## config.mk

```make
export PLATFORM = sky130hd
export DESIGN_NAME = motion_sequencer
export DESIGN_NICKNAME = d
export VERILOG_FILES = /design/src/rtl/motion_sequencer.sv
export SDC_FILE = /design/constraint.sdc
export NUM_CORES = 1
export LEC_CHECK = 0
export BUFFER_PORTS_ARGS = -buffer_cell sky130_fd_sc_hd__buf_2
export CORE_ASPECT_RATIO = 1.75
export CORE_MARGIN = 2
export CORE_UTILIZATION = 50
export DETAILED_ROUTE_END_ITERATION = 10
export PLACE_DENSITY = 0.8
export SLEW_MARGIN = 20
export SYNTH_ARGS = -nofsm -noshare
export SYNTH_HDL_FRONTEND = slang
export SYNTH_SLANG_ARGS = --single-unit
```

## constraint.sdc

```tcl
create_clock -name clk -period 11.8 [get_ports clk]
set_input_delay 0.59 -clock clk [delete_from_list [all_inputs] [get_ports clk]]
set_output_delay 0.59 -clock clk [all_outputs]
set_load 0.01 [all_outputs]
```

## src/rtl/motion_sequencer.sv

```systemverilog
`default_nettype none
// ============================================================================
// Module      : motion_sequencer
// Description : Tick-paced two-motor command sequencer with speed ramps.
// Revision    : 1.0 - initial release
// ============================================================================

module motion_sequencer #(
  parameter int unsigned TICK_DIV  = 50000,
  parameter logic [15:0] SPEED_MAX = 16'd50000,
  parameter logic [15:0] RAMP_STEP = 16'd5000
) (
  input  logic        clk,
  input  logic        n_rst,
  input  logic        cmd_valid,
  output logic        cmd_ready,
  input  logic [1:0]  cmd_op,
  input  logic [7:0]  cmd_dur,
  input  logic        abort,
  output logic [15:0] speed_left,
  output logic [15:0] speed_right,
  output logic        motor_en_left,
  output logic        motor_en_right,
  output logic        busy,
  output logic        done
);

  localparam int unsigned        C_CNT_W    = (TICK_DIV > 1) ? $clog2(TICK_DIV) : 1;
  localparam logic [C_CNT_W-1:0] C_CNT_LAST = C_CNT_W'(TICK_DIV - 1);
  localparam logic [1:0]         C_OP_STOP  = 2'b00;
  localparam logic [1:0]         C_OP_FWD   = 2'b01;
  localparam logic [1:0]         C_OP_LEFT  = 2'b10;
  localparam logic [1:0]         C_OP_RIGHT = 2'b11;

  typedef enum logic [1:0] {
    S_IDLE      = 2'd0,
    S_RAMP_UP   = 2'd1,
    S_RUN       = 2'd2,
    S_RAMP_DOWN = 2'd3
  } state_t;

  state_t             r_state;
  logic [C_CNT_W-1:0] r_count;
  logic [15:0]        r_speed_l;
  logic [15:0]        r_speed_r;
  logic [15:0]        r_tgt_l;
  logic [15:0]        r_tgt_r;
  logic [7:0]         r_dur;
  logic               r_done;

  logic               w_tick;
  logic               w_accept;
  logic [15:0]        w_new_tgt_l;
  logic [15:0]        w_new_tgt_r;
  logic [15:0]        w_up_l;
  logic [15:0]        w_up_r;
  logic [15:0]        w_dn_l;
  logic [15:0]        w_dn_r;

  // One ramp step toward tgt; 17-bit arithmetic so neither direction wraps.
  function automatic logic [15:0] f_step_toward(input logic [15:0] cur,
                                                input logic [15:0] tgt);
    logic [16:0] w_sum;
    logic [16:0] w_diff;
    w_sum  = {1'b0, cur} + {1'b0, RAMP_STEP};
    w_diff = {1'b0, cur} - {1'b0, RAMP_STEP};
    if (cur < tgt)
      return (w_sum > {1'b0, tgt}) ? tgt : w_sum[15:0];
    else if (cur > tgt)
      return (w_diff[16] || (w_diff[15:0] < tgt)) ? tgt : w_diff[15:0];
    else
      return cur;
  endfunction

  assign w_tick      = (r_count == C_CNT_LAST);
  assign cmd_ready   = n_rst && (r_state == S_IDLE) && !abort;
  assign w_accept    = cmd_valid && cmd_ready;
  assign w_new_tgt_l = ((cmd_op == C_OP_FWD) || (cmd_op == C_OP_RIGHT)) ? SPEED_MAX : 16'd0;
  assign w_new_tgt_r = ((cmd_op == C_OP_FWD) || (cmd_op == C_OP_LEFT))  ? SPEED_MAX : 16'd0;
  assign w_up_l      = f_step_toward(r_speed_l, r_tgt_l);
  assign w_up_r      = f_step_toward(r_speed_r, r_tgt_r);
  assign w_dn_l      = f_step_toward(r_speed_l, 16'd0);
  assign w_dn_r      = f_step_toward(r_speed_r, 16'd0);

  always_ff @(posedge clk or negedge n_rst) begin
    if (!n_rst) begin
      r_count <= '0;
    end else if (w_tick) begin
      r_count <= '0;
    end else begin
      r_count <= r_count + C_CNT_W'(1);
    end
  end

  always_ff @(posedge clk or negedge n_rst) begin
    if (!n_rst) begin
      r_state   <= S_IDLE;
      r_speed_l <= 16'd0;
      r_speed_r <= 16'd0;
      r_tgt_l   <= 16'd0;
      r_tgt_r   <= 16'd0;
      r_dur     <= 8'd0;
      r_done    <= 1'b0;
    end else begin
      r_done <= 1'b0;
      if (abort) begin
        r_state   <= S_IDLE;
        r_speed_l <= 16'd0;
        r_speed_r <= 16'd0;
        r_dur     <= 8'd0;
      end else begin
        case (r_state)
          S_IDLE: begin
            if (w_accept) begin
              r_tgt_l <= w_new_tgt_l;
              r_tgt_r <= w_new_tgt_r;
              r_dur   <= cmd_dur;
              if ((cmd_op == C_OP_STOP) || (cmd_dur == 8'd0))
                r_done <= 1'b1;
              else
                r_state <= S_RAMP_UP;
            end
          end
          S_RAMP_UP: begin
            if ((r_speed_l == r_tgt_l) && (r_speed_r == r_tgt_r)) begin
              r_state <= S_RUN;
            end else if (w_tick) begin
              r_speed_l <= w_up_l;
              r_speed_r <= w_up_r;
            end
          end
          S_RUN: begin
            if (w_tick) begin
              if (r_dur <= 8'd1) begin
                r_dur   <= 8'd0;
                r_state <= S_RAMP_DOWN;
              end else begin
                r_dur <= r_dur - 8'd1;
              end
            end
          end
          S_RAMP_DOWN: begin
            if ((r_speed_l == 16'd0) && (r_speed_r == 16'd0)) begin
              r_state <= S_IDLE;
              r_done  <= 1'b1;
            end else if (w_tick) begin
              r_speed_l <= w_dn_l;
              r_speed_r <= w_dn_r;
            end
          end
          default: r_state <= S_IDLE;
        endcase
      end
    end
  end

  assign speed_left     = r_speed_l;
  assign speed_right    = r_speed_r;
  assign busy           = (r_state != S_IDLE);
  assign motor_en_left  = busy;
  assign motor_en_right = busy;
  assign done           = r_done;

endmodule

`default_nettype wire

```

Word-level counts from Yosys, hierarchy flattened:

Index checks and enable logic that the tools add are counted.

* bits in registers: 91
* input bits: 14
* output and inout port bits: 37
* word-level logic and storage cells: 130

* $add $sub $neg: 6
* order comparisons: 17
* equality and inequality tests: 23
* muxes and demuxes: 49
* bitwise logic cells: 1
* reductions and logical operators: 26

Operators by type and width (number)
* $mux W16: 29
* $lt A16 B1 Y1 const B: 4
* $lt A16 B16 Y1: 4
* $pmux W16 S2: 2
* $add A16 B13 Y17 const B: 2
* $gt A17 B1 Y1 const B: 2
* $gt A17 B16 Y1: 2
* $sub A16 B13 Y17 const B: 2
* $eq A16 B16 Y1: 2
* $gt A16 B1 Y1 const B: 2
* $gt A16 B16 Y1: 2
* $logic_not A16 Y1: 2
* $mux W8: 4
* $ne A3 B3 Y1 const B: 10
* $add A16 B1 Y16 const B: 1
* $eq A16 B16 Y1 const B: 1
* $ne A4 B4 Y1 const B: 4
* $pmux W8 S2: 1
* $mux W2: 7
* $reduce_and A7 Y1: 2
* $eq A2 B2 Y1 const B: 4
* $le A8 B1 Y1 const B: 1
* $logic_not A8 Y1: 1
* $pmux W2 S4: 1
* other kinds (13): 30

Longest topological paths before layout:

Gate-level depths: netlist (run 1).

* depth in word-level cells: 10
* gate-level depth with buffers: 17

Least setup slack after synthesis (run 1):

No wires, ideal clock.

* kind: register -> register
* start: register r_speed_l[3] (netlist: speed_left[3])
* end: register r_speed_l[4] (netlist: speed_left[4])
* setup time: 0.134 ns
* data arrival time: 3.675 ns
* data required time: 11.666 ns
* path slack: 7.991 ns
* stages on the path, launching flop included: 18
* buffers on the path: 2
* cells stage by stage: dfrtp_1 -> clkbuf_1 -> inv_1 -> ha_1 -> nor3b_4 -> inv_1 -> and3_1 -> xnor2_1 -> inv_1 -> ha_1 -> a22oi_1 -> nand3_1 -> or4_4 -> and3_4 -> buf_6 -> or4_1 -> o211ai_1 -> o31ai_1

* cells in the longest elaborated chain, start to end: 10

Ends and longest elaborated chain
* start: declaration: RTL line 44 `logic [15:0] r_speed_l;`
* start signal: assignment: RTL line 128 `r_speed_l <= w_up_l;`
* start signal: assignment: RTL line 147 `r_speed_l <= w_dn_l;`
* $sub A16 B13 Y17: RTL line 66 `w_diff = {1'b0, cur} - {1'b0, RAMP_STEP};`
* $lt A16 B1 Y1 / $lt A16 B16 Y1 (equally long branches): RTL line 70 `return (w_diff[16] || (w_diff[15:0] < tgt)) ? tgt : w_diff[15:0];`
* $logic_or A1 B1 Y1: RTL line 70
* $mux W16: RTL line 70
* $mux W16: RTL line 69 `else if (cur > tgt)`
* $mux W16: RTL line 67 `if (cur < tgt)`
* $mux W16, on equally long branches: RTL line 146, 127
* $mux W16, on equally long branches: RTL line 143, 125
* $pmux W16 S2: RTL line 112 `case (r_state)`
* $mux W16: RTL line 106 `if (abort) begin`

Several ways; a longest one is shown, not always the timed one. The select of a mux whose other input is x is not followed.
A chain may end at the register's enable or synchronous reset.

Final worst setup path (run 1):

* start: register r_speed_r[3] (netlist: speed_right[3])
* end: register r_speed_r[7] (netlist: speed_right[7])

* cells in the longest elaborated chain, start to end: 10

Ends and longest elaborated chain
* start: declaration: RTL line 45 `logic [15:0] r_speed_r;`
* start signal: assignment: RTL line 129 `r_speed_r <= w_up_r;`
* start signal: assignment: RTL line 148 `r_speed_r <= w_dn_r;`
* $sub A16 B13 Y17: RTL line 66
* $lt A16 B1 Y1 / $lt A16 B16 Y1 (equally long branches): RTL line 70
* $logic_or A1 B1 Y1: RTL line 70
* $mux W16: RTL line 70
* $mux W16: RTL line 69
* $mux W16: RTL line 67
* $mux W16, on equally long branches: RTL line 146, 127
* $mux W16, on equally long branches: RTL line 143, 125
* $pmux W16 S2: RTL line 112
* $mux W16: RTL line 106

Several ways; a longest one is shown, not always the timed one. The select of a mux whose other input is x is not followed.

==> results.cfg, run 1 <==
[floorplanning]
die_h_um = 143
core-area_mm2 = 0.0108
io_pins = 51
start_util = 0.515
die_w_um = 83.6
core.rowCount = 50
die_area_mm2 = 0.0120

[place]
placedCellCount = 804
dpl.hpwl_mm = 11.8
dp_slack_ns = 7.27
place_congestion = 1.04
io_buffers = 44

[detailed_routing]
ant_nets = 0
first_pass_iters = 6
avgViaCountPerCell = 6.66
route.detailed.drc = 0
vias = 5408
drt_iter0_markers = 418
routedWlPerCell_um = 19.7
routed_wl_mm = 16.0

[grt]
grt_use_met3 = 0.0327
grt_pass1_vias = 5362
overflow = 0
antenna_found_initial = 0
grt-busiest-layer = met2
grt_start_max_net_pins = 57
grtUsageMet2 = 0.474
grt_util_met1 = 0.292
track_usage = 0.266
grt_pass1_wl_mm = 26.3

[sta]
period_minus_slack_ns = 4.56
finalHoldViolCount = 0
clock.fmax_mhz = 219
fin_worst_skew_ns = 0.0117
maxSlewHeadroom = 0.375
tns_ns = 0
worst_slew_pin_slew_ns = 0.933
setup_ws_ns = 7.24
setup_viol = 0
drv_slew = 0
fin_crit_sh = 0.386
rsz0062_at_grt = no

[layout]
layout_commonest_cell = dfrtp_1
layout_common_cells = dfrtp_1, nand2_1, ha_1
drive_gt1_frac = 0.117
num_antenna_cells = 0
fin_cells = 812
final_nets = 744
syn_to_final_growth_pct = 5.82

[logic_synthesis]
synth_cell_types = 85
ys_seq_elements = 55
ys_async_sr_fraction = 1.00
yosys_warnings = 0
synth_cells = 670
ys_seq_area_frac = 0.248
synth_flop_cell = dfrtp_1
syn-cell-area_mm2 = 0.00555
synth_edf_count = 0
avgSynthCellArea_um2 = 8.28

[clocking]
cts_num_sinks = 55
htree_levels = 2
clk_latency_ns = 0.31
clk_pin_slew_ns = 0.09
ctsResizeCount = 0
clockRootBuffer = clkbuf_16
hold_buffers = 0
postCtsSetupRepairBufs = 0
cts_buffers = 5
cts_tree = done
clk_path_buf_depth = 2

[setup_path]
r2r_setup_slack_ns = 7.24
r2r_cells = 16
cp_max_fo = 11
cp.required_ns = 12.03
r2r-start = speed_right[3]$_DFFE_PN0P_
critPathArrivalTime_ns = 4.79
reg2reg_to = speed_right[7]$_DFFE_PN0P_
crit_type = flip-flop to flip-flop
end_kind = flip-flop
critPathLaunchType = flip-flop

[hold_path]
hold_path.class = input port to async pin

[run]
maxCapViolations = 0

[run_status]
outcome = complete, no violations

[power]
p_leak_nw = 2.63
power_density_mw_per_mm2 = 128
ir_worst_vdd_mv = 0.0911
-- critical path: stages, from the launching register on --
cell	delay, ns
dfrtp_1	0.51
inv_1	0.15
ha_1	0.23
nor3b_2	0.45
o21bai_1	0.19
o21ai_0	0.25
inv_1	0.09
or3_1	0.32
xnor2_1	0.17
ha_1	0.32
o21a_1	0.13
nor2_1	0.04
nor3_1	0.20
a31oi_1	0.31
a211oi_2	0.72
a22oi_1	0.20
a31oi_1	0.21
-- Yosys cell counts (3+ instances only) --
cell / number / area share
dfrtp_1: 55 / 0.25
nand2_1: 51 / 0.035
ha_1: 49 / 0.11
inv_1: 44 / 0.030
nor2_1: 44 / 0.030
nand3_1: 33 / 0.030
xnor2_1: 28 / 0.044
a21oi_1: 26 / 0.023
o21ai_0: 25 / 0.023
clkbuf_1: 23 / 0.016
nor3_1: 21 / 0.019
xor2_1: 19 / 0.030
buf_4: 15 / 0.020
nor4_1: 13 / 0.015
a22oi_1: 12 / 0.016
a31oi_1: 12 / 0.014
nand4_1: 11 / 0.012
a221oi_1: 9 / 0.014
nand2b_1: 9 / 0.010
o22ai_1: 9 / 0.010
and3_1: 8 / 0.0090
buf_2: 7 / 0.0063
o211ai_1: 7 / 0.0095
o21a_1: 7 / 0.0095
o31ai_1: 7 / 0.0095
or3_1: 7 / 0.0079
a211o_1: 6 / 0.0095
a22o_1: 6 / 0.0095
and2_1: 6 / 0.0068
a221o_1: 5 / 0.0090
o311ai_1: 5 / 0.0079
a32o_1: 4 / 0.0072
o2111ai_1: 4 / 0.0063
a211oi_1: 3 / 0.0041
mux2i_1: 3 / 0.0054
nand4b_1: 3 / 0.0047
o2111a_1: 3 / 0.0061
o21ai_1: 3 / 0.0027
o32ai_1: 3 / 0.0047
or2_2: 3 / 0.0034
or4_1: 3 / 0.0041
-- per-stage QoR --
| step | utilization | total power, W | hold WS [ns] | cell area (um^2) |
|---|---|---|---|---|
| after detailed placement | 0.530 | 0.000580 | 0.469 | 5710 |
| after global placement | 0.530 | 0.000567 | 0.448 | 5710 |
| after CTS | 0.545 | 0.000745 | 0.448 | 5860 |
| after global routing | 0.545 | 0.000803 | 0.492 | 5870 |
| after floorplan | - | 0.000494 | 0.294 | 5560 |
| final | 0.545 | 0.000750 | 0.407 | 5870 |
-- metal layers --
metal	vias to the layer above	share of wire
li1	2512	-
met1	2568	0.37
met2	245	0.51
met3	83	0.053
met4	0	0.059
met5	-	0
-- power breakdown --
group	total [W]	internal [W]	switching, W
clock network	0.000162	0.0000814	0.0000810
logic	0.000360	0.000138	0.000222
registers	0.000227	0.000202	0.0000259
-- sequential cells by signal, indices dropped and copies added, names as in the netlist --
register     count
done             1
r_count         16
r_dur            8
r_state          2
r_tgt_l          1
r_tgt_r          1
speed_left      13
speed_right     13
-- cell type report --
type | instances | area (um^2)
clock inverter | 3 | 27.5
clock buffer | 5 | 125
tap | 130 | 163
sequential | 55 | 1380
inverter | 44 | 165
fill | 995 | 4890
multi-input combinational | 528 | 3770
timing repair buffer | 47 | 243
-- logic make-up after synthesis --
group,after synthesis,share of synthesized area
simple gates,237,0.234
xor+xnor,47,0.0742
fa+ha+maj,49,0.111
mux,5,0.00948
compound gates,184,0.246
flops,55,0.248
buf+inv,92,0.0769
other cells,1,0.000676
-- worst max-delay path by stage --
stage / start / end / cells after the start
CTS: speed_left[3]$_DFFE_PN0P_ / speed_left[7]$_DFFE_PN0P_ / 13
floorplan: speed_left[3]$_DFFE_PN0P_ / speed_left[4]$_DFFE_PN0P_ / 17
finish: speed_right[3]$_DFFE_PN0P_ / speed_right[7]$_DFFE_PN0P_ / 16
detailed placement: speed_left[3]$_DFFE_PN0P_ / speed_left[7]$_DFFE_PN0P_ / 13
global placement: speed_left[8]$_DFFE_PN0P_ / speed_left[7]$_DFFE_PN0P_ / 13
global route: speed_right[3]$_DFFE_PN0P_ / speed_right[13]$_DFFE_PN0P_ / 16
No activity file was read; power rests on OpenSTA's default activity.
==> run 2: changes to the inputs <==
==> constraint.sdc (replaced) <==
create_clock -name clk -period 4.3 [get_ports clk]
set_input_delay 0.215 -clock clk [delete_from_list [all_inputs] [get_ports clk]]
set_output_delay 0.215 -clock clk [all_outputs]
set_load 0.01 [all_outputs]
==> results.cfg, run 2 (synthesis results as in run 1) <==
[run]
maxCapViolations = 0

[power]
p_leak_nw = 2.74
power_density_mw_per_mm2 = 348
p_total_w = 0.00210
ir_worst_vdd_mv = 0.268

[clocking]
cts_buffers = 5
clk_latency_ns = 0.31
ctsResizeCount = 0
clockRootBuffer = clkbuf_16
postCtsSetupRepairBufs = 0
hold_buffers = 0
clk_pin_slew_ns = 0.08
clk_path_buf_depth = 2
cts_num_sinks = 55
cts_tree = done
htree_levels = 2

[place]
placed_area_mm2 = 0.00587
place_congestion = 0.995
io_buffers = 44
dp_slack_ns = 0.286
dpl.hpwl_mm = 12.5

[setup_path]
critPathArrivalTime_ns = 4.16
r2r_setup_slack_ns = 0.35
cp_max_fo = 15
cp.required_ns = 4.51
critPathLaunchType = flip-flop
crit_type = flip-flop to flip-flop
end_kind = flip-flop

[layout]
layout_commonest_cell = dfrtp_1
drive_gt1_frac = 0.141
layout_common_cells = dfrtp_1, nand2_1, ha_1
design_area_mm2 = 0.00605
syn_to_final_growth_pct = 9.05
largest_reg_flops = 16
num_antenna_cells = 0
top_register = r_count
final_nets = 765

[sta]
tns_ns = 0
drv_slew = 0
finalHoldViolCount = 0
fin_crit_sh = 0.919
setup_viol = 0
fin_worst_skew_ns = 0.0127
maxSlewHeadroom = 0.347
worst_slew_pin_slew_ns = 0.971
timing.hold.ws_ns = 0.120
clock.fmax_mhz = 253
period_minus_slack_ns = 3.95
setup_ws_ns = 0.349

[floorplanning]
core.rowCount = 50
core-area_mm2 = 0.0108
die_w_um = 83.6
start_util = 0.515
io_pins = 51
die_area_mm2 = 0.0120
die_h_um = 143

[detailed_routing]
route.detailed.drc = 0
first_pass_iters = 5
routed_wl_mm = 16.5
avgViaCountPerCell = 6.67
ant_nets = 0
routedWlPerCell_um = 19.8
vias = 5559
drt_iter0_markers = 444

[grt]
grtUsageMet2 = 0.501
grt_pass1_vias = 5409
track_usage = 0.277
grt_util_met1 = 0.310
grt_pass1_wl_mm = 27.1
antenna_found_initial = 0
grt-busiest-layer = met2
overflow = 0
grt_use_met3 = 0.0281
grt_start_max_net_pins = 56

[run_status]
outcome = complete, no violations

[hold_path]
hold_path.class = input port to async pin
[run 2: cell count changes in the layout (fill, tap and decap cells not counted), sizes merged]
cell      delta
buf         +21
bufinv       +1
clkbuf       +1
clkinvlp     -1
inv          -1
[run 2: report_power, final]
group | internal [W] | switching, W
Clock | 0.000278 | 0.000210
Sequential | 0.000553 | 0.0000698
Combinational | 0.000394 | 0.000596
[run 2: area by class of cell]
| cell class | instances | area, um^2 |
|---|---|---|
| inverters | 44 | 165 |
| flip-flops and latches | 55 | 1380 |
| clock buffers | 6 | 129 |
| repair buffers | 68 | 400 |
| fillers | 993 | 4710 |
| multi-input cells | 528 | 3770 |
| clock inverters | 2 | 38.8 |
| well taps | 130 | 163 |
[run 2: metal layers]
| metal | share of wire | up-vias | wire length [um] |
|---|---|---|---|
| met4 | 0.063 | 0 | 1040 |
| li1 | - | 2557 | - |
| met1 | 0.37 | 2660 | 6050 |
| met2 | 0.52 | 264 | 8560 |
| met5 | 0 | - | 0 |
| met3 | 0.050 | 78 | 816 |
[run 2: path summary, 6_finish.rpt]
check                      cells after the start                        from                           to
hold reg to reg                                1        r_count[0]$_DFF_PN0_         r_count[0]$_DFF_PN0_
hold / removal                                 2                       n_rst  speed_right[11]$_DFFE_PN0P_
setup reg to reg                              14  speed_right[7]$_DFFE_PN0P_  speed_right[15]$_DFFE_PN0P_
min in group clk                               3                  cmd_dur[5]         r_dur[5]$_DFFE_PN0P_
max in group asynchronous                      2                       n_rst         r_count[9]$_DFF_PN0_
setup / recovery                              14  speed_right[7]$_DFFE_PN0P_  speed_right[15]$_DFFE_PN0P_
[run 2: per-stage QoR]
stage                util  std cells
floorplan               -        675
global placement    0.545        825
detailed placement  0.545        825
CTS                 0.561        833
global route        0.562        833
finish              0.562        833
[run 2: worst max-delay path: stages (launching register included)]
cell and delay [ns]:
dfrtp_1 0.60, nor3_4 0.39, nand2_1 0.18, nand3_1 0.11
nand2_1 0.09, nand3_1 0.15, xnor2_1 0.16, ha_1 0.29
a211o_1 0.30, a21oi_1 0.11, a22oi_1 0.10, o32a_1 0.45
or2_1 0.35, or3_1 0.33, a32o_1 0.24
